==> src/rtl/scroll_text_display.sv <==
// scroll_text_display: multiplexed 7-segment text engine with a writable
// message buffer and static / scroll-left / scroll-right / blink modes.
module scroll_text_display #(
    parameter int         DIGITS     = 6,
    parameter int         MAX_LEN    = 16,
    parameter int         SCAN_DIV   = 65536,
    parameter int         SCROLL_DIV = 33554432,
    parameter logic [7:0] BLANK      = 8'hFF
) (
    input  logic                         clk,
    input  logic                         rst,
    input  logic                         wr_en,
    input  logic [$clog2(MAX_LEN)-1:0]   wr_addr,
    input  logic [7:0]                   wr_data,
    input  logic [$clog2(MAX_LEN+1)-1:0] msg_len,
    input  logic [1:0]                   mode,
    input  logic                         enable,
    output logic [7:0]                   seg,
    output logic [DIGITS-1:0]            sel,
    output logic                         step_tick
);

    localparam int AW = $clog2(MAX_LEN);
    localparam int LW = $clog2(MAX_LEN + 1);
    localparam int VW = $clog2(MAX_LEN + DIGITS + 1) + 1;
    localparam int DW = $clog2(DIGITS);
    localparam int CW = $clog2(SCAN_DIV);
    localparam int SW = $clog2(SCROLL_DIV);

    localparam logic [CW-1:0] SCAN_LAST = CW'(SCAN_DIV - 1);
    localparam logic [SW-1:0] STEP_LAST = SW'(SCROLL_DIV - 1);
    localparam logic [DW-1:0] DIG_LAST  = DW'(DIGITS - 1);
    localparam logic [LW-1:0] LEN_MAX   = LW'(MAX_LEN);

    typedef enum logic [1:0] {
        M_STATIC = 2'b00,
        M_LEFT   = 2'b01,
        M_RIGHT  = 2'b10,
        M_BLINK  = 2'b11
    } mode_e;

    logic [7:0]        buf_q [MAX_LEN];
    logic [CW-1:0]     scan_q;
    logic [SW-1:0]     step_q;
    logic [DW-1:0]     dig_q;
    logic [DW-1:0]     dig_nxt;
    logic [VW-1:0]     off_q;
    logic [VW-1:0]     off_d;
    logic              vis_q;
    logic              vis_d;
    logic [1:0]        mode_q;
    logic [DIGITS-1:0] sel_q;
    logic [7:0]        seg_q;
    logic [7:0]        load_val;
    logic [LW-1:0]     len_eff;
    logic [VW-1:0]     vlen;
    logic [VW-1:0]     pos_sum;
    logic [VW-1:0]     pos;
    logic              scan_end;
    logic              step_end;
    logic              mode_chg;
    logic              tick;
    logic              addr_ok;

    generate
        if (MAX_LEN == (1 << AW)) begin : g_addr_full
            assign addr_ok = 1'b1;
        end else begin : g_addr_chk
            assign addr_ok = wr_addr < AW'(MAX_LEN);
        end
    endgenerate

    always_comb begin
        len_eff  = (msg_len > LEN_MAX) ? LEN_MAX : msg_len;
        vlen     = VW'(len_eff) + VW'(DIGITS);
        scan_end = scan_q == SCAN_LAST;
        step_end = step_q == STEP_LAST;
        mode_chg = mode != mode_q;
        tick     = step_end & enable & ~mode_chg & ~rst;
        dig_nxt  = (dig_q == DIG_LAST) ? '0 : dig_q + DW'(1);
    end

    // Position shown by the digit about to be selected; pre-step offset/phase.
    always_comb begin
        pos_sum  = off_q + VW'(DIGITS - 1) - VW'(dig_nxt);
        pos      = (pos_sum >= vlen) ? pos_sum - vlen : pos_sum;
        load_val = BLANK;
        if (vis_q && (pos < VW'(len_eff))) begin
            load_val = buf_q[pos[AW-1:0]];
        end
    end

    always_comb begin
        off_d = off_q;
        vis_d = vis_q;
        if (mode_chg) begin
            off_d = '0;
            vis_d = 1'b1;
        end else if (off_q >= vlen) begin
            off_d = '0;
        end else if (tick) begin
            case (mode_e'(mode))
                M_LEFT:  off_d = (off_q == vlen - VW'(1)) ? '0 : off_q + VW'(1);
                M_RIGHT: off_d = (off_q == '0) ? vlen - VW'(1) : off_q - VW'(1);
                M_BLINK: vis_d = ~vis_q;
                default: off_d = '0;
            endcase
        end
    end

    always_ff @(posedge clk) begin
        if (rst) begin
            scan_q <= '0;
            step_q <= '0;
            dig_q  <= '0;
            off_q  <= '0;
            vis_q  <= 1'b1;
            mode_q <= mode;
            sel_q  <= DIGITS'(1);
            seg_q  <= BLANK;
            for (int i = 0; i < MAX_LEN; i++) begin
                buf_q[i] <= BLANK;
            end
        end else begin
            scan_q <= scan_end ? '0 : scan_q + CW'(1);
            step_q <= step_end ? '0 : step_q + SW'(1);
            off_q  <= off_d;
            vis_q  <= vis_d;
            mode_q <= mode;
            if (scan_end) begin
                dig_q <= dig_nxt;
                sel_q <= {sel_q[DIGITS-2:0], sel_q[DIGITS-1]};
                seg_q <= load_val;
            end
            if (wr_en && addr_ok) begin
                buf_q[wr_addr] <= wr_data;
            end
        end
    end

    assign seg       = seg_q;
    assign sel       = sel_q;
    assign step_tick = tick;

endmodule

==> config.mk <==
export PLATFORM = sky130hd
export DESIGN_NAME = scroll_text_display
export DESIGN_NICKNAME = d
export VERILOG_FILES = /design/src/rtl/scroll_text_display.sv
export SDC_FILE = /design/constraint.sdc
export NUM_CORES = 1
export LEC_CHECK = 0
export BUFFER_PORTS_ARGS = -buffer_cell sky130_fd_sc_hd__buf_2
export CORE_MARGIN = 2
export CORE_UTILIZATION = 60
export CTS_CLUSTER_DIAMETER = 120
export CTS_CLUSTER_SIZE = 16
export DETAILED_ROUTE_END_ITERATION = 8
export PLACE_DENSITY = 0.78
export SYNTH_ARGS = -nofsm -noshare
export SYNTH_HDL_FRONTEND = slang
export SYNTH_SLANG_ARGS = --single-unit
==> constraint.sdc <==
create_clock -name clk -period 7.1 [get_ports clk]
set_input_delay 0.355 -clock clk [delete_from_list [all_inputs] [get_ports clk]]
set_output_delay 0.355 -clock clk [all_outputs]
set_load 0.01 [all_outputs]
-- After elaboration in Yosys (flattened, before gate mapping)
Memory sizes are Yosys's and may differ from the RTL's.
Index checks and enable logic that the tools add are counted.
- register bits: 67
- logic and storage cells: 63
- RAM bits: 128
- memory bits (read-only): 0
- memories kept: 1
- output and inout port bits: 15
- bits in latches: 0
- bitwise gates (word level): 8
- div/mod/pow operators: 0
- multiplexer cells: 15
- equal/unequal tests: 8
- add/sub/neg operators: 10
- shift-type cells: 0
- reduce and logical (&&, ||, !) cells: 9
- magnitude comparators: 4
- $mul: 0
- memories (name ; words ; bits a word ; read ports ; clocked after Yosys merged registers in ; wr ports ; line ; source):
    buf_q ; 16 ; 8 ; 1 ; 0 ; 16 ; 42 ; logic [7:0] buf_q [MAX_LEN];
- operators with widths (kind ; number):
    $add 25x1->25 const B ; 1
    $eq 25x25->1 const B ; 1
    $mux 6 ; 3
    $pmux 6 s3 ; 1
    $add 16x1->16 const B ; 1
    $eq 16x16->1 const B ; 1
    $mux 8 ; 2
    $ge 6x6->1 ; 2
    $sub 6x1->6 const B ; 2
    $reduce_or 8->1 ; 1
    $add 5x3->6 const B ; 1
    $add 6x1->6 const B ; 1
    $add 6x3->6 const B ; 1
    $eq 6x6->1 ; 1
    $logic_not 6->1 ; 1
    $lt 6x5->1 ; 1
    $mux 1 ; 6
    $reduce_or 2->1 ; 3
    $sub 6x3->6 ; 1
    $sub 6x6->6 ; 1
    $gt 5x5->1 const B ; 1
    $mux 5 ; 1
    $not 1->1 ; 5
    $eq 2x2->1 const B ; 2
    11 further kinds ; 13

-- Logic depth before layout (Yosys ltp)
- word-level depth: 8
- depth in mapped cells: 22

-- Worst setup path after synthesis
No wires, ideal clock.
- kind: register to register
- start: register off_q[2]
- end: register seg_q[0], in the netlist seg[0]
- clock period less this slack: 4.738 ns
- data arrival time: 4.621 ns
- stages on the path, launching flop included: 22
- library setup time: 0.117 ns
- path slack: 2.362 ns
- data required time: 6.983 ns
- cell sequence: dfxtp_1 > clkbuf_1 > inv_1 > ha_1 > inv_1 > fa_1 > a21oi_1 > nor2_1 > nor2_1 > xor2_1 > ha_1 > nand4_1 > o221ai_4 > mux2i_1 > clkinv_1 > clkbuf_1 > ha_1 > a21boi_0 > o21ai_0 > a21oi_1 > a2111o_1 > o22a_1
- longest elaborated chain between the ends: 7
- ends and longest elaborated chain (item ; line ; source):
    from (decl) ; 47 ; logic [VW-1:0] off_q;
    from (signal assigned) ; 116 ; off_q <= '0;
    from (signal assigned) ; 127 ; off_q <= off_d;
    $add 6x3->6 * ; 85 ; pos_sum = off_q + VW'(DIGITS - 1) - VW'(dig_nxt);
    $sub 6x3->6 * ; 85 ;
    $sub 6x6->6 / $ge 6x6->1 (equally long branches) ; 86 ; pos = (pos_sum >= vlen) ? pos_sum - vlen : pos_sum;
    $mux 6 * ; 86 ;
    $lt 6x5->1 ; 88 ; if (vis_q && (pos < VW'(len_eff))) begin
    $logic_and 1x1->1 ; 88 ;
    $mux 8 * ; 88 ;
    to (signal assigned) ; 133 ; seg_q <= load_val;
    to (decl) ; 53 ; logic [7:0] seg_q;
Mark *: on every way between the ends. The rest lies on a longest branch, timed or not.
A chain may end at the register's enable or synchronous reset.

-- Final worst setup path
- start: register off_q[1]
- end: register seg_q[0], in the netlist seg[0]
Same word-level chain as after synthesis.

==> impl_metrics.yaml <==
flow_run:
  drv_cap: 0
die:
  initial_utilization_pct: 61.7
  num_rows: 46
  die_area_sq_um: 17500
  io_pins: 38
  core_sq_um: 16000
  die_y_um: 132
  die_w_um: 132
setup_path:
  path_class: "reg -> reg"
  cp_cell_sequence: "inv_1 > ha_1 > inv_1 > ha_1 > fa_1 > a21oi_1 > nor2_1 > nor2_1 > xor2_1 > ha_1 > nand4_1 > o221ai_4 > mux2i_1 > buf_4 > clkinv_1 > ha_1 > a21boi_0 > o21ai_0 > a21oi_1 > a2111o_1 > o22a_1"
  r2r_start: "off_q[1]"
  r2r_slack_ns: 1.63
  cp.arrival_ns: 5.78
  crit_slowest_cell: "dfxtp_1"
  max_stage_delay_ns: 0.48
  crit_fanout: 17
  path_common_cell: "ha_1"
  worstPathRequired_ns: 7.41
  cp-end-kind: "register"
  start_kind: "register"
  reg2reg_to: "seg[0]"
  r2r_cells: 21
timing:
  tightest_slew_ns: 1.38
  timing.final.hold_violations: 0
  fin_setup_tns_ns: 0
  timing.slew.headroom_pct: 8.25
  final.period_utilization_pct: 77.0
  whs_ns: 0.111
  finalSetupViolCount: 0
  finalMaxSlewViolations: 0
  rsz0062_at_grt: "false"
  period_needed_ns: 5.47
  fmax_ghz: 0.183
  skew_ns: 0.00726
clocking:
  postCtsHoldBufs: 0
  postCtsSetupRepairBufs: 0
  cts_tree: "yes"
  clock_sinks: 195
  htreeDepth: 4
  cts_resized: 0
  cts_buffer_depth: 2
  clkLatencyLatePin_ns: 0.43
  ctsRootBufferMaster: "clkbuf_16"
  numCtsBuffers: 17
  cts.clk_slew.worst_paths_ns: 0.07
power:
  cellLeakagePower_nw: 3.86
  power.density_nw_per_um2: 223
  ir_drop_uv: 161
finish:
  final_core_util_pct: 67.8
  syn_to_final_growth_pct: 9.96
  fillCellCount: 1181
  insertedDiodeCount: 0
  layout-drive-gt1-share_pct: 22.1
  fin_nets: 944
  final_common_cell: "edfxtp_1"
  final_cell_mix: "edfxtp_1, or2_2, dfxtp_1"
  fin_cells: 1109
logic_synthesis:
  synthTopCellsByArea: "edfxtp_1, dfxtp_1, mux4_2"
  synth-seq-cells: 195
  synthCells: 846
  synthDistinctLibCells: 55
  seq_area_frac_synth_pct: 52.6
  yosysWarnings: 0
  synth_edf_count: 128
  synth_largest_area_cell: "edfxtp_1"
  netlist.area_leader.share_pct: 39.0
  ys.flop_type: "edfxtp_1"
  async_flop_share_pct: 0
  netlist_area_sq_um: 9860
  syn_area_per_cell_sq_um: 11.7
placement:
  dpl.hpwl_um: 15900
  numPortBuffers: 37
  place_congestion: 0.906
  dp.cells: 1077
hold_path:
  min_path_cells: 1
  worstHoldPathType: "in -> reg"
  hold_end: "mode_q[1]"
  hold_start: "mode[1]"
global_route:
  antenna_found_initial: 0
  grt_pass1_wl_um: 35000
  track_usage_pct: 25.8
  first_global_vias: 6491
  gr-total-overflow: 0
  grt_max_degree: 36
routing:
  vias: 6572
  wl_per_cell_um: 20.1
  drtAntennaViolNets: 0
  drt_pass1_iterations: 7
  drt_iter0_drc: 529
  drc_errors: 0
  drt-total-wl_um: 22300
  vias_per_cell: 5.93
run_status:
  status: "finished clean"
cells in the mapped netlist, types with 7 or more instances:
cell,number
clkbuf_1,21
nor3_1,7
xnor2_1,21
nand2_1,61
nor2_1,66
ha_1,39
a21oi_1,14
dfxtp_1,67
nand4_1,10
nand2b_1,56
a211oi_1,11
and2_1,10
or3_1,14
inv_1,30
nor2b_1,10
edfxtp_1,128
o21ai_0,13
or2_2,85
mux2i_1,12
o22a_1,8
mux4_2,32
xor2_1,35
and3_1,8
nand3_1,25
a31oi_1,10
cell families after synthesis:
kind of cell / Yosys count / share of synthesized area [%]
other cells: 1 / 0.0380
flops: 195 / 52.6
mux: 47 / 8.89
xor+xnor: 57 / 5.20
compound gates: 81 / 5.82
fa+ha+maj: 41 / 5.35
buf+inv: 60 / 2.47
simple gates: 364 / 19.7
worst max-delay path by stage:
stage / endpoint / cells past startpoint / from / slack (ns)
after global placement: seg[6] / 18 / off_q[1] / 1.93
final: seg[0] / 21 / off_q[1] / 1.63
after global routing: seg[0] / 21 / off_q[1] / 1.29
after CTS: seg[0] / 21 / off_q[1] / 1.69
after floorplan: seg[0] / 21 / off_q[2] / 2.36
after detailed placement: seg[7] / 18 / off_q[1] / 1.77
state kept, by name, summed over array words and instances (netlist names):
name    count
buf_q     128
step_q     25
scan_q     16
seg         8
off_q       6
sel         6
dig_q       3
mode_q      2
vis_q       1
critical path, delay by kind of cell (launching register included):
family / cells / cell delay [ns]
fa+ha+maj: 5 / 1.72
compound gates: 7 / 1.61
buf+inv: 4 / 0.80
flops: 1 / 0.48
simple gates: 3 / 0.33
mux: 1 / 0.31
xor+xnor: 1 / 0.10
final cells by class:
type	instances	area, sq um	area share (%)
Clock buffer	17	425	3.92
Clock inverter	15	171	1.58
Inverter	31	116	1.07
Multi-Input combinational cell	592	4450	41.0
Sequential cell	195	5180	47.8
Tap cell	216	270	2.49
Timing Repair Buffer	43	230	2.12
metal layers:
metal	routed length (um)	up-vias	track usage, %
li1	-	3077	-
met1	9520	3218	35.8
met2	10800	234	42.0
met3	1520	43	4.84
met4	467	0	7.47
met5	0	-	0.556
report_power, final:
group	internal, mW	total [mW]	switching, mW
registers	1.25	1.27	0.0196
clock network	0.529	0.976	0.447
logic	0.0665	0.169	0.103
metrics by stage:
step	setup WS, ns	area, sq um	total power [mW]
2_1_floorplan	2.36	9870	1.40
3_3_place_gp	1.93	10200	1.46
3_5_place_dp	1.77	10200	1.46
4_1_cts	1.69	10800	2.42
5_1_grt	1.29	10800	2.48
6_report	1.63	10800	2.42
Note: power is estimated with default switching activity, not from simulation.
